**src/rtl/hamming_enc_engine.sv**
```systemverilog
// Batch Hamming (16,11) SEC-DED encoder: reads NUM_MSG 11-bit messages from byte memory,
// writes each encoded 16-bit word back as two bytes, then raises done.
module hamming_enc_engine #(
  parameter int NUM_MSG  = 15,
  parameter int SRC_BASE = 0,
  parameter int DST_BASE = 30
) (
  input  logic       clk,
  input  logic       reset,
  input  logic       req,
  output logic       done,
  output logic [7:0] mem_addr,
  input  logic [7:0] mem_rd_data,
  output logic       mem_wr_en,
  output logic [7:0] mem_wr_data,
  output logic [2:0] fsm_state
);

  // Handshake: req is a level sampled only in IDLE (ignored elsewhere); done rises one
  // cycle after the DONE state and stays high until the next accepted req clears it.

  localparam int              IDX_W    = (NUM_MSG > 1) ? $clog2(NUM_MSG) : 1;
  localparam logic [IDX_W-1:0] LAST_IDX = IDX_W'(NUM_MSG - 1);
  localparam logic [7:0]      SRC_B    = 8'(SRC_BASE);
  localparam logic [7:0]      DST_B    = 8'(DST_BASE);

  typedef enum logic [2:0] {
    IDLE  = 3'd0,
    RD_LO = 3'd1,
    RD_HI = 3'd2,
    WR_LO = 3'd3,
    WR_HI = 3'd4,
    DONE  = 3'd5
  } state_t;

  state_t           state;
  state_t           state_nxt;
  logic [IDX_W-1:0] idx;
  logic [8:1]       d_lo;
  logic [11:9]      d_hi;
  logic [11:1]      d;
  logic             p8;
  logic             p4;
  logic             p2;
  logic             p1;
  logic             p0;
  logic [15:0]      word;
  logic [7:0]       idx_x2;
  logic [7:0]       src_addr;
  logic [7:0]       dst_addr;
  logic             accept;
  logic             last_msg;

  assign fsm_state = state;
  assign accept    = (state == IDLE) && req;
  assign last_msg  = (idx == LAST_IDX);

  // Byte addresses are 8-bit and wrap modulo 256.
  assign idx_x2   = 8'({idx, 1'b0});
  assign src_addr = SRC_B + idx_x2;
  assign dst_addr = DST_B + idx_x2;

  assign d  = {d_hi, d_lo};
  assign p8 = ^d[11:5];
  assign p4 = ^{d[11:8], d[4:2]};
  assign p2 = d[11] ^ d[10] ^ d[7] ^ d[6] ^ d[4] ^ d[3] ^ d[1];
  assign p1 = d[11] ^ d[9] ^ d[7] ^ d[5] ^ d[4] ^ d[2] ^ d[1];
  assign p0 = ^{d, p8, p4, p2, p1};

  assign word = {d[11:5], p8, d[4:2], p4, d[1], p2, p1, p0};

  always_ff @(posedge clk or negedge reset) begin
    if (!reset) begin
      state <= IDLE;
    end else begin
      state <= state_nxt;
    end
  end

  always_ff @(posedge clk or negedge reset) begin
    if (!reset) begin
      idx  <= '0;
      done <= 1'b0;
      d_lo <= '0;
      d_hi <= '0;
    end else begin
      if (accept) begin
        idx  <= '0;
        done <= 1'b0;
      end else if (state == WR_HI && !last_msg) begin
        idx <= idx + IDX_W'(1);
      end
      if (state == DONE) begin
        done <= 1'b1;
      end
      if (state == RD_LO) begin
        d_lo <= mem_rd_data;
      end
      if (state == RD_HI) begin
        d_hi <= mem_rd_data[2:0];
      end
    end
  end

  // Memory outputs decode straight from state, so reset zeroes them immediately.
  always_comb begin
    state_nxt   = state;
    mem_addr    = '0;
    mem_wr_en   = 1'b0;
    mem_wr_data = '0;
    case (state)
      IDLE: begin
        if (req) begin
          state_nxt = RD_LO;
        end
      end
      RD_LO: begin
        mem_addr  = src_addr;
        state_nxt = RD_HI;
      end
      RD_HI: begin
        mem_addr  = src_addr + 8'd1;
        state_nxt = WR_LO;
      end
      WR_LO: begin
        mem_addr    = dst_addr;
        mem_wr_en   = 1'b1;
        mem_wr_data = word[7:0];
        state_nxt   = WR_HI;
      end
      WR_HI: begin
        mem_addr    = dst_addr + 8'd1;
        mem_wr_en   = 1'b1;
        mem_wr_data = word[15:8];
        state_nxt   = last_msg ? DONE : RD_LO;
      end
      DONE: begin
        state_nxt = IDLE;
      end
      default: begin
        state_nxt = IDLE;
      end
    endcase
  end

endmodule
```
**config.mk**
```make
export PLATFORM = sky130hd
export DESIGN_NAME = hamming_enc_engine
export DESIGN_NICKNAME = d
export VERILOG_FILES = /design/src/rtl/hamming_enc_engine.sv
export SDC_FILE = /design/constraint.sdc
export NUM_CORES = 1
export LEC_CHECK = 0
export ABC_AREA = 1
export ABC_CLOCK_PERIOD_IN_PS = 1900
export BUFFER_PORTS_ARGS = -buffer_cell sky130_fd_sc_hd__clkbuf_2
export CORE_ASPECT_RATIO = 1.25
export CORE_MARGIN = 1
export CORE_UTILIZATION = 30
export DETAILED_ROUTE_END_ITERATION = 8
export GPL_TIMING_DRIVEN = 0
export PLACE_DENSITY = 0.61
export SLEW_MARGIN = 20
export SYNTH_ARGS = -nofsm -noshare
export SYNTH_HDL_FRONTEND = slang
export SYNTH_SLANG_ARGS = --single-unit
```
**constraint.sdc**
```tcl
create_clock -name clk -period 1.9 [get_ports clk]
set_input_delay 0.19 -clock clk [delete_from_list [all_inputs] [get_ports clk]]
set_output_delay 0.19 -clock clk [all_outputs]
set_load 0.05 [all_outputs]
```
==> flow_summary.ini <==
[status]
status = finished, violations left
violations = setup timing

[synthesis]
async_reset_ff_share_pct = 100
synth_edf_count = 0
yosysUniqueCellTypes = 29
synth_seq_cells = 19
synth_ff_type = dfrtp_1
synthXorXnorAreaFrac_pct = 7.14
synth_top_family_by_area = simple AND/OR/NAND/NOR gates
synth_compound_area_share_pct = 12.8
syn_inst = 224
syn_avg_cell_area_um2 = 6.57
synth_warnings = 0
synth_adder_area_share_pct = 2.55
synthMuxAreaShare_pct = 0.765
synth_simple_gate_area_share_pct = 33.6
syn-cell-area_mm2 = 0.00147
synth_seq_area_share_pct = 32.3

[routing]
via_per_inst = 4.59
drtPass1Iterations = 6
drt_wl_total_mm = 4.23
num_vias = 1634
wire_per_inst_um = 11.9
antenna_left = 0
drcViolationCount = 0
first_iter_violations = 47

[clock_network]
cts_tree = built
clk_latency_ps = 260
cts_sinks = 19
clk_path_buf_depth = 2
cts_made_buffers = 3
cts_root_buf = clkbuf_8
htreeDepth = 1
clkTransAtPathRegs_ps = 80

[floorplan]
initial_core_util_pct = 31.1
core_mm2 = 0.00473
die_h_um = 80.3
die-area_mm2 = 0.00519
chipWidth_um = 64.6
io_pins = 32
row_count = 28

[setup_path]
crit_arrival_ps = 1900
crit_fanout = 5
criticalPathCategory = register to output port
required_ps = 1710
cp-start-kind = register
endpoint_kind = output port

[timing]
rsz0062_at_grt = true
fin_hold_ws_ps = 155
fin_crit_sh_pct = 110
min_period_ps = 2090
fmax_mhz = 479
finClkSkew_ps = 9.28
worst_slack_ps = -189
slew_viol_final = 0
setup_viol = 7
hold_violations = 0

[layout]
num_antenna_cells = 0
syn_to_final_growth_pct = 72.6
layout_commonest_cell = nand2_1
nets = 311
nFillCells = 459
most-common-layout-cells = nand2_1, buf_4, nand2_2
drive_gt1_share_pct = 54.7

[global_route]
grt_pass1_wl_mm = 6.67
grt_pass1_vias = 1491
grt_overflow = 0
antenna_found_initial = 0
grt_max_degree = 20
track_usage_pct = 16.5

[placed_design]
port_buffers = 29
dp_hpwl_mm = 2.92
place_worst_setup_slack_ps = -178
gp_congestion = 0.793

[hold_path]
hold_class = input pin to register

[run]
maxCapViolCount = 0
-- layout make-up --
| cell class | instances | area [µm²] | share of cell area, % |
|---|---|---|---|
| Buffer | 4 | 30.0 | 1.18 |
| Clock buffer | 3 | 41.3 | 1.63 |
| Clock inverter | 1 | 7.51 | 0.296 |
| Inverter | 34 | 153 | 6.01 |
| Multi-Input combinational cell | 167 | 1180 | 46.5 |
| Sequential cell | 19 | 485 | 19.1 |
| Tap cell | 60 | 75.1 | 2.96 |
| Timing Repair Buffer | 68 | 567 | 22.3 |
-- Yosys cell counts (2+ instances only) --
master / number / area, µm²
a21oi_1: 10 / 50.1
nor2_2: 3 / 18.8
dfrtp_1: 19 / 475
xor2_1: 5 / 43.8
inv_2: 4 / 15.0
nor3_1: 2 / 10.0
xnor2_1: 7 / 61.3
inv_1: 29 / 109
o22ai_1: 10 / 62.6
nand3_1: 9 / 45.0
nand2_2: 10 / 62.6
o21ai_0: 7 / 35.0
buf_4: 2 / 15.0
nor2_1: 14 / 52.6
ha_1: 3 / 37.5
nand2_1: 76 / 285
buf_2: 2 / 10.0
-- critical path, cell delays in order (launching register included) --
cell      delay [ps]
dfrtp_2          470
inv_4            100
nand2_2           50
nand2_2          100
nand2_2           70
nand2_4           90
nor2_2            50
nor2_4           130
nand2_1           80
nand2_2           70
nand2_1           50
nand3b_1          90
nand3_2           80
nand2_2           70
buf_8            140
-- metal layers --
layer | GRT usage, % | part of all wire [%]
met2 | 32.4 | 56
met5 | 0 | 0
met3 | 0.994 | 1.9
met4 | 4.67 | 0.57
met1 | 18.6 | 41
-- cell families (layout without fill, tap and decap cells) --
family | Yosys count | in the layout
AO/OA/AOI/OAI | 32 | 32
XOR/XNOR | 12 | 12
adder cells (fa/ha/maj) | 3 | 3
buffers and inverters | 39 | 110
flip-flops | 19 | 19
multiplexers | 1 | 1
other | 1 | 2
AND/OR/NAND/NOR | 117 | 117
-- state kept, by name, indices dropped and copies added (netlist names) --
| register | count |
|---|---|
| idx | 4 |
| d_lo | 8 |
| fsm_state | 3 |
| done | 1 |
| d_hi | 3 |
-- path summary, 6_finish.rpt --
kind                                 from             end  slack [ps]  depth (start not counted)
hold / removal             mem_rd_data[0]         d_hi[9]         160                          3
min in group asynchronous           reset          idx[0]         410                          2
setup reg to reg             fsm_state[0]          idx[3]         160                          9
max in group asynchronous           reset         d_lo[4]        1140                          2
hold reg to reg                      done            done         500                          1
setup / recovery                  d_lo[1]  mem_wr_data[0]        -190                         14
-- stage by stage --
step	TNS, ps	cells	instance area, µm²	utilization [%]
6_report	-456	356	2540	53.7
2_1_floorplan	-9.14	225	1620	-
5_1_grt	-1270	356	2540	53.7
4_1_cts	-550	331	2160	45.7
3_5_place_dp	-240	314	1840	38.9
3_3_place_gp	-187	314	1840	38.9
-- what timing repair did --
item                                   in CTS  in global routing
hold buffers                                1                  0
setup endpoints to repair                  13                 13
resized for setup                          52                 64
pin swaps                                  11                 23
endpoints found under the hold margin      19                  0
setup buffers                              13                 27
Power is not shown: default switching activity piles up to over one toggle a cycle in this logic, so the estimate is an artifact.
